## src/rtl/modbus_rx_frame_pkg.sv

```systemverilog
// Modbus RTU constants and types shared by the request receiver and the response builder.
package modbus_rx_frame_pkg;

  localparam logic [15:0] CRC_INIT   = 16'hFFFF;
  localparam logic [15:0] CRC_POLY   = 16'hA001;  // 0x8005 reflected
  localparam logic [7:0]  BCAST_ADDR = 8'h00;

  localparam logic [1:0] ERR_NONE = 2'b00;
  localparam logic [1:0] ERR_CRC  = 2'b01;
  localparam logic [1:0] ERR_LEN  = 2'b10;
  localparam logic [1:0] ERR_GAP  = 2'b11;

  localparam int unsigned FRAME_LEN = 8;   // addr, func, 2x16-bit field, 16-bit CRC
  localparam int unsigned HDR_LEN   = 6;   // bytes preceding the CRC
  localparam int unsigned CHAR_BITS = 11;  // start + 8 data + parity/stop + stop

  typedef enum logic [1:0] {
    StWaitIdle,
    StIdle,
    StRecv,
    StCheck
  } rx_state_e;

endpackage

```

## src/rtl/crc16_modbus_serial.sv

```systemverilog
// Bit-serial CRC-16/MODBUS engine, one byte per 8 clocks.
// Ports:
//   clk_i, rst_i : clock, asynchronous active-high reset
//   start_i      : accept data_i (ignored while busy_o)
//   init_i       : with start_i, restart the running CRC from CRC_INIT
//   data_i       : byte to fold into the CRC
//   busy_o       : high for the 8 shift clocks after a start
//   crc_o        : running CRC register
module crc16_modbus_serial
  import modbus_rx_frame_pkg::*;
(
  input  logic        clk_i,
  input  logic        rst_i,
  input  logic        start_i,
  input  logic        init_i,
  input  logic [7:0]  data_i,
  output logic        busy_o,
  output logic [15:0] crc_o
);

  logic [15:0] crc_q, crc_d;
  logic [3:0]  bit_cnt_q, bit_cnt_d;

  assign busy_o = (bit_cnt_q != 4'd0);
  assign crc_o  = crc_q;

  always_comb begin
    crc_d     = crc_q;
    bit_cnt_d = bit_cnt_q;
    if (busy_o) begin
      crc_d     = crc_q[0] ? ((crc_q >> 1) ^ CRC_POLY) : (crc_q >> 1);
      bit_cnt_d = bit_cnt_q - 4'd1;
    end else if (start_i) begin
      crc_d     = (init_i ? CRC_INIT : crc_q) ^ {8'h00, data_i};
      bit_cnt_d = 4'd8;
    end
  end

  always_ff @(posedge clk_i or posedge rst_i) begin
    if (rst_i) begin
      crc_q     <= CRC_INIT;
      bit_cnt_q <= 4'd0;
    end else begin
      crc_q     <= crc_d;
      bit_cnt_q <= bit_cnt_d;
    end
  end

endmodule

```

## src/rtl/modbus_rx_frame.sv

```systemverilog
// Modbus RTU request receiver: frames bytes by t1.5/t3.5 silence, checks CRC, filters on
// slave address and presents the decoded 8-byte request.
// Ports:
//   clk, rst                   : clock, asynchronous active-high reset
//   rx_byte_valid, rx_byte     : byte strobe and data from the UART receiver
//   tx_busy                    : our transmitter owns the bus; received bytes are echoes
//   frame_valid                : 1-cycle pulse, good addressed request; fields below held
//   frame_func/addr/data/bcast : decoded request fields
//   frame_err, err_code        : 1-cycle pulse for a dropped addressed frame; code held
module modbus_rx_frame
  import modbus_rx_frame_pkg::*;
#(
  parameter int unsigned CLK_FREQ  = 50000000,
  parameter int unsigned BAUD_RATE = 9600,
  parameter logic [7:0]  DEV_ADDR  = 8'h01,
  parameter int unsigned T15_BITS  = 28,
  parameter int unsigned T35_BITS  = 39
) (
  input  logic        clk,
  input  logic        rst,
  input  logic        rx_byte_valid,
  input  logic [7:0]  rx_byte,
  input  logic        tx_busy,
  output logic        frame_valid,
  output logic [7:0]  frame_func,
  output logic [15:0] frame_addr,
  output logic [15:0] frame_data,
  output logic        frame_bcast,
  output logic        frame_err,
  output logic [1:0]  err_code
);

  localparam int unsigned BPS     = CLK_FREQ / BAUD_RATE;
  localparam int unsigned T15_CNT = T15_BITS * BPS;
  localparam int unsigned T35_CNT = T35_BITS * BPS;
  localparam int unsigned GapW    = $clog2(T35_CNT + 1);

  localparam logic [GapW-1:0] T15_LIM = GapW'(T15_CNT);
  localparam logic [GapW-1:0] T35_LIM = GapW'(T35_CNT);
  localparam logic [3:0]      HDR_N   = 4'(HDR_LEN);
  localparam logic [3:0]      LEN_N   = 4'(FRAME_LEN);
  localparam logic [3:0]      CNT_MAX = 4'(FRAME_LEN + 1);  // 9 marks overrun

  rx_state_e                  state_q, state_d;
  logic [GapW-1:0]            gap_cnt_q, gap_cnt_d;
  logic [3:0]                 cnt_q, cnt_d;
  logic [HDR_LEN-1:0][7:0]    hdr_q, hdr_d;
  logic                       gap_err_q, gap_err_d;
  logic                       pend_q, pend_d;
  logic [7:0]                 pend_byte_q, pend_byte_d;
  logic                       valid_q, valid_d;
  logic                       err_q, err_d;
  logic [1:0]                 code_q, code_d;
  logic [7:0]                 func_q, func_d;
  logic [15:0]                addr_q, addr_d;
  logic [15:0]                data_q, data_d;
  logic                       bcast_q, bcast_d;

  logic                       crc_start, crc_init, crc_busy;
  logic [7:0]                 crc_data;
  logic [15:0]                crc_val;
  logic                       gap_t35, addressed;

  crc16_modbus_serial u_crc (
    .clk_i   (clk),
    .rst_i   (rst),
    .start_i (crc_start),
    .init_i  (crc_init),
    .data_i  (crc_data),
    .busy_o  (crc_busy),
    .crc_o   (crc_val)
  );

  assign gap_t35   = (gap_cnt_q == T35_LIM);
  assign addressed = (hdr_q[0] == DEV_ADDR) || (hdr_q[0] == BCAST_ADDR);

  always_comb begin
    gap_cnt_d = rx_byte_valid ? '0 : (gap_t35 ? gap_cnt_q : gap_cnt_q + 1'b1);
  end

  always_comb begin
    state_d     = state_q;
    cnt_d       = cnt_q;
    hdr_d       = hdr_q;
    gap_err_d   = gap_err_q;
    pend_d      = pend_q;
    pend_byte_d = pend_byte_q;
    valid_d     = 1'b0;
    err_d       = 1'b0;
    code_d      = code_q;
    func_d      = func_q;
    addr_d      = addr_q;
    data_d      = data_q;
    bcast_d     = bcast_q;
    crc_start   = 1'b0;
    crc_init    = 1'b0;
    crc_data    = rx_byte;

    unique case (state_q)
      StWaitIdle: begin
        pend_d = 1'b0;
        if (gap_t35) state_d = StIdle;
      end

      StIdle: begin
        pend_d = 1'b0;
        if (pend_q) begin
          // Byte that collided with the previous frame's close
          hdr_d[0]  = pend_byte_q;
          crc_data  = pend_byte_q;
          cnt_d     = 4'd1;
          gap_err_d = 1'b0;
          crc_start = 1'b1;
          crc_init  = 1'b1;
          state_d   = StRecv;
        end else if (rx_byte_valid && tx_busy) begin
          // Our own echo: re-arm only after the bus goes silent again
          state_d = StWaitIdle;
        end else if (rx_byte_valid) begin
          hdr_d[0]  = rx_byte;
          cnt_d     = 4'd1;
          gap_err_d = 1'b0;
          crc_start = 1'b1;
          crc_init  = 1'b1;
          state_d   = StRecv;
        end
      end

      StRecv: begin
        if (tx_busy) begin
          state_d = StWaitIdle;
        end else if (gap_t35) begin
          state_d = StCheck;
          if (rx_byte_valid) begin
            pend_d      = 1'b1;
            pend_byte_d = rx_byte;
          end
        end else if (rx_byte_valid) begin
          if (gap_cnt_q > T15_LIM) gap_err_d = 1'b1;
          if (cnt_q < HDR_N) hdr_d[cnt_q[2:0]] = rx_byte;
          if (cnt_q < LEN_N) crc_start = 1'b1;
          if (cnt_q < CNT_MAX) cnt_d = cnt_q + 4'd1;
        end
      end

      StCheck: begin
        state_d = StIdle;
        if (addressed) begin
          if (gap_err_q) begin
            err_d  = 1'b1;
            code_d = ERR_GAP;
          end else if (cnt_q != LEN_N) begin
            err_d  = 1'b1;
            code_d = ERR_LEN;
          end else if (crc_busy || (crc_val != 16'h0000)) begin
            err_d  = 1'b1;
            code_d = ERR_CRC;
          end else begin
            valid_d = 1'b1;
            func_d  = hdr_q[1];
            addr_d  = {hdr_q[2], hdr_q[3]};
            data_d  = {hdr_q[4], hdr_q[5]};
            bcast_d = (hdr_q[0] == BCAST_ADDR);
          end
        end
      end

      default: state_d = StWaitIdle;
    endcase
  end

  always_ff @(posedge clk or posedge rst) begin
    if (rst) begin
      state_q     <= StWaitIdle;
      gap_cnt_q   <= '0;
      cnt_q       <= 4'd0;
      hdr_q       <= '0;
      gap_err_q   <= 1'b0;
      pend_q      <= 1'b0;
      pend_byte_q <= 8'h00;
      valid_q     <= 1'b0;
      err_q       <= 1'b0;
      code_q      <= ERR_NONE;
      func_q      <= 8'h00;
      addr_q      <= 16'h0000;
      data_q      <= 16'h0000;
      bcast_q     <= 1'b0;
    end else begin
      state_q     <= state_d;
      gap_cnt_q   <= gap_cnt_d;
      cnt_q       <= cnt_d;
      hdr_q       <= hdr_d;
      gap_err_q   <= gap_err_d;
      pend_q      <= pend_d;
      pend_byte_q <= pend_byte_d;
      valid_q     <= valid_d;
      err_q       <= err_d;
      code_q      <= code_d;
      func_q      <= func_d;
      addr_q      <= addr_d;
      data_q      <= data_d;
      bcast_q     <= bcast_d;
    end
  end

  assign frame_valid = valid_q;
  assign frame_err   = err_q;
  assign err_code    = code_q;
  assign frame_func  = func_q;
  assign frame_addr  = addr_q;
  assign frame_data  = data_q;
  assign frame_bcast = bcast_q;

endmodule
```

## config.mk

```make
export PLATFORM = sky130hd
export DESIGN_NAME = modbus_rx_frame
export DESIGN_NICKNAME = d
export VERILOG_FILES = /design/src/rtl/modbus_rx_frame_pkg.sv /design/src/rtl/crc16_modbus_serial.sv /design/src/rtl/modbus_rx_frame.sv
export SDC_FILE = /design/constraint.sdc
export NUM_CORES = 1
export LEC_CHECK = 0
export BUFFER_PORTS_ARGS = -buffer_cell sky130_fd_sc_hd__buf_2
export CORE_AREA = 4 4 137 139
export CTS_BUF_LIST = sky130_fd_sc_hd__clkbuf_4
export CTS_CLUSTER_SIZE = 12
export DETAILED_ROUTE_END_ITERATION = 10
export DIE_AREA = 0 0 141 143
export PLACE_DENSITY_LB_ADDON = 0.25
export SLEW_MARGIN = 10
export SYNTH_ARGS = -nofsm -noshare
export SYNTH_HDL_FRONTEND = slang
export SYNTH_SLANG_ARGS = --single-unit
```

## constraint.sdc

```tcl
create_clock -name clk -period 9.7 [get_ports clk]
set_input_delay 2.425 -clock clk [delete_from_list [all_inputs] [get_ports clk]]
set_output_delay 2.425 -clock clk [all_outputs]
set_load 0.01 [all_outputs]
```

==> impl_metrics.tcl <==
set metrics [dict create \
    status "finished, final reports clean" \
    syn_area_per_cell_sq_um 12.3 \
    initial_core_util 0.381 \
    path_buf_inv 1 \
    cpPeakStageDelay_ns 0.61 \
    path_class "in2reg" \
    path_delay_family "simple AND/OR/NAND/NOR gates" \
    wl_met1_microns 6490 \
    worstSetupStartpointType "input pin" \
    fin_crit_ns 3.90 \
    finalSetupViolCount 0 \
    syn_nets 566 \
    reg2reg_from "state_q[0]" \
    cts_resized 0 \
    hold_buffers 0 \
    synthArstFlopShare 1.00 \
    grt_pass1_vias 4569 \
    finalHoldViolCount 0 \
    h-tree-depth 4 \
    synth_top_flop_cell "dfrtp_1" \
    slew_violations 0 \
    grt_pass1_wl_microns 24800 \
    pwr-share-comb 0.264 \
    seq_area_sq_mm 0.00370 \
    internal-power_mw 1.07 \
    ys_seq_area_frac 0.550 \
    r2r_slack_ns 6.82 \
    multi_input_area_sq_mm 0.00285 \
    root_buffer "clkbuf_4" \
    critPathCaptureType "register" \
    netlist_instances 545 \
    clockPowerShare 0.237 \
    vias 4437 \
    period_share 0.402 \
    dr.pass1.iters 5 \
    post-route-drc-count 0 \
    cts_setup_buffers 0 \
    place.gp.congestion 0.836 \
    hold_start "hdr_q[0]" \
    grt_usage 0.156 \
    fmax_mhz 257 \
    r2r_end "hdr_q[26]" \
    numCtsBuffers 17 \
    vdd_drop_max_v 0.0000863 \
    worstHoldPathType "reg2reg" \
    routed_wl_microns 14800 \
    synth_edf_count 0 \
    switching_share 0.359 \
    ys_types 67 \
    holdPathStages 1 \
    leakage_nw 3.68 \
    cts_tree "yes" \
    path_clk_slew_ns 0.15 \
    yosysTopAreaCell "dfrtp_1" \
    syn_to_final_growth_pct 11.8 \
    switchingPower_mw 0.602 \
    wl_met3_microns 546 \
    design.die.area_sq_mm 0.0202 \
    fin_nets 621 \
    die_y_microns 143 \
    antenna_found_initial 1 \
    ant_nets 0 \
    grt_max_degree 79 \
    power.density_mw_per_mm2 223 \
    setup_tns_ns 0 \
    gr-total-overflow 0 \
    critPathMaxFanout 22 \
    synth_top_area_frac 0.487 \
    rows 49 \
    ctsLongestPathBuffers 2 \
    slew_headroom 0.354 \
    yosys_warnings 0 \
    hpwl_microns 10100 \
    power_frac_seq 0.499 \
    fillers 1678 \
    worstPathRequired_ns 10.17 \
    clock_skew_ns 0.0257 \
    ys_ff_latch 147 \
    drtIter0Drc 351 \
    drive_gt1_frac 0.346 \
    clock-sinks 147 \
    ioPinCount 57 \
    maxCapViolCount 0 \
    crit_chain "buf_2 -> nand2b_1 -> nor3_2 -> o21ai_4 -> or4_1 -> mux2_2" \
    hold_end "frame_bcast" \
    fp.coreArea_sq_mm 0.0177 \
    highest_layer "met4" \
    wire_per_inst_microns 17.5 \
    rr_worst_depth 7 \
    port_buffers 56 \
    dr_wl_met2_microns 7540 \
    synthTopCellsByArea "dfrtp_1, mux2_2, dfstp_2" \
    synth_area_sq_mm 0.00673 \
    worst_slew_pin_slew_ns 0.969 \
    clock_latency_ns 0.57 \
    crit_path_top_delay_cell "or4_1" \
    rsz0062_at_grt "no" \
    die-width_microns 141 \
    postLayoutCoreUtil 0.426 \
    vias_per_cell 5.26 \
    cp.arrival_ns 4.36 \
]
## cells by family after synthesis
kind of cell    after synthesis  synth area share
xor+xnor                     14            0.0182
fa+ha+maj                     9            0.0167
mux                          98             0.167
simple gates                149             0.124
buf+inv                      39            0.0285
flops                       147             0.550
compound gates               89            0.0962
## layer usage
layer / GRT usage / vias up
met4: 0.0530 / 0
met1: 0.206 / 2232
met3: 0.0325 / 14
met2: 0.257 / 97
met5: 0 / -
li1: - / 2094
## area by class of cell
type,count,share of cell area
Antenna cell,1,0.000333
Timing Repair Buffer,60,0.0413
Sequential cell,147,0.492
Multi-Input combinational cell,359,0.378
Tap cell,229,0.0381
Clock inverter,15,0.0248
Clock buffer,17,0.0170
Inverter,15,0.00815
## through the flow
| stage | cells | setup WS [ns] | area, sq um | hold slack [ns] | power [mW] |
|---|---|---|---|---|---|
| floorplan | 545 | 3.35 | 6730 | 0.417 | 1.18 |
| global placement | 810 | 5.32 | 7200 | 0.438 | 1.27 |
| detailed placement | 810 | 5.20 | 7200 | 0.434 | 1.29 |
| CTS | 842 | 5.85 | 7520 | 0.445 | 1.70 |
| global route | 843 | 5.75 | 7520 | 0.460 | 1.80 |
| finish | 843 | 5.80 | 7520 | 0.442 | 1.68 |
## registers in the layout (all words and copies together), names as in the netlist
name,cells
cnt_q,4
err_code,2
frame_addr,16
frame_bcast,1
frame_data,16
frame_err,1
frame_func,8
frame_valid,1
gap_cnt_q,18
gap_err_q,1
hdr_q,48
pend_byte_q,8
pend_q,1
state_q,2
u_crc.bit_cnt_q,4
u_crc.crc_o,16
## cell usage after synthesis, types with 4 or more instances
| cell type | n |
|---|---|
| nand4_1 | 5 |
| ha_1 | 9 |
| dfrtp_1 | 131 |
| xor2_1 | 5 |
| nand2b_1 | 6 |
| nand3_1 | 12 |
| or4_1 | 4 |
| mux2i_1 | 10 |
| clkbuf_1 | 12 |
| a22o_1 | 7 |
| nor2b_1 | 4 |
| mux2_2 | 80 |
| nor2_1 | 40 |
| a221o_1 | 6 |
| buf_2 | 5 |
| dfstp_2 | 16 |
| a22oi_1 | 8 |
| nand2_1 | 35 |
| and2_1 | 7 |
| mux2_4 | 8 |
| o22a_1 | 6 |
| o21ai_0 | 24 |
| inv_1 | 15 |
| xnor2_1 | 9 |
| nor3_1 | 5 |
| nor4_1 | 7 |
| a21oi_1 | 10 |
## worst max path at each step
| stage | start | end | slack, ns | cells past startpoint |
|---|---|---|---|---|
| 2_1_floorplan | rst | cnt_q[0] | 3.35 | 1 |
| 3_3_place_gp | rx_byte_valid | hdr_q[31] | 5.32 | 6 |
| 3_5_place_dp | rx_byte_valid | hdr_q[26] | 5.20 | 6 |
| 4_1_cts | rx_byte_valid | hdr_q[26] | 5.85 | 6 |
| 5_1_grt | rx_byte_valid | hdr_q[27] | 5.75 | 6 |
| 6_report | rx_byte_valid | hdr_q[26] | 5.80 | 6 |
## power by group through the flow
stage | clock network (mW) | logic, mW | registers, mW
after global routing | 0.441 | 0.500 | 0.855
after floorplan | 0 | 0.365 | 0.814
after detailed placement | 0 | 0.445 | 0.848
final | 0.397 | 0.443 | 0.837
after CTS | 0.412 | 0.445 | 0.838
after global placement | 0 | 0.426 | 0.844
## placed cells by master, fill, tap and decap left out, drive strengths merged, types with 4 or more instances in the layout
master / instances
inv: 22
a221o: 6
nor3: 6
a22o: 7
mux2: 88
a21oi: 10
xor2: 5
dfrtp: 131
nor2b: 4
xnor2: 9
clkbuf: 17
clkinv: 8
nand2: 35
ha: 9
o21ai: 26
dfstp: 16
mux2i: 10
and2: 7
nor4: 11
nand4: 7
nand3: 12
buf: 60
a22oi: 8
nand2b: 6
or4: 4
nor2: 41
o22a: 6
(Power assumes the default switching activity.)
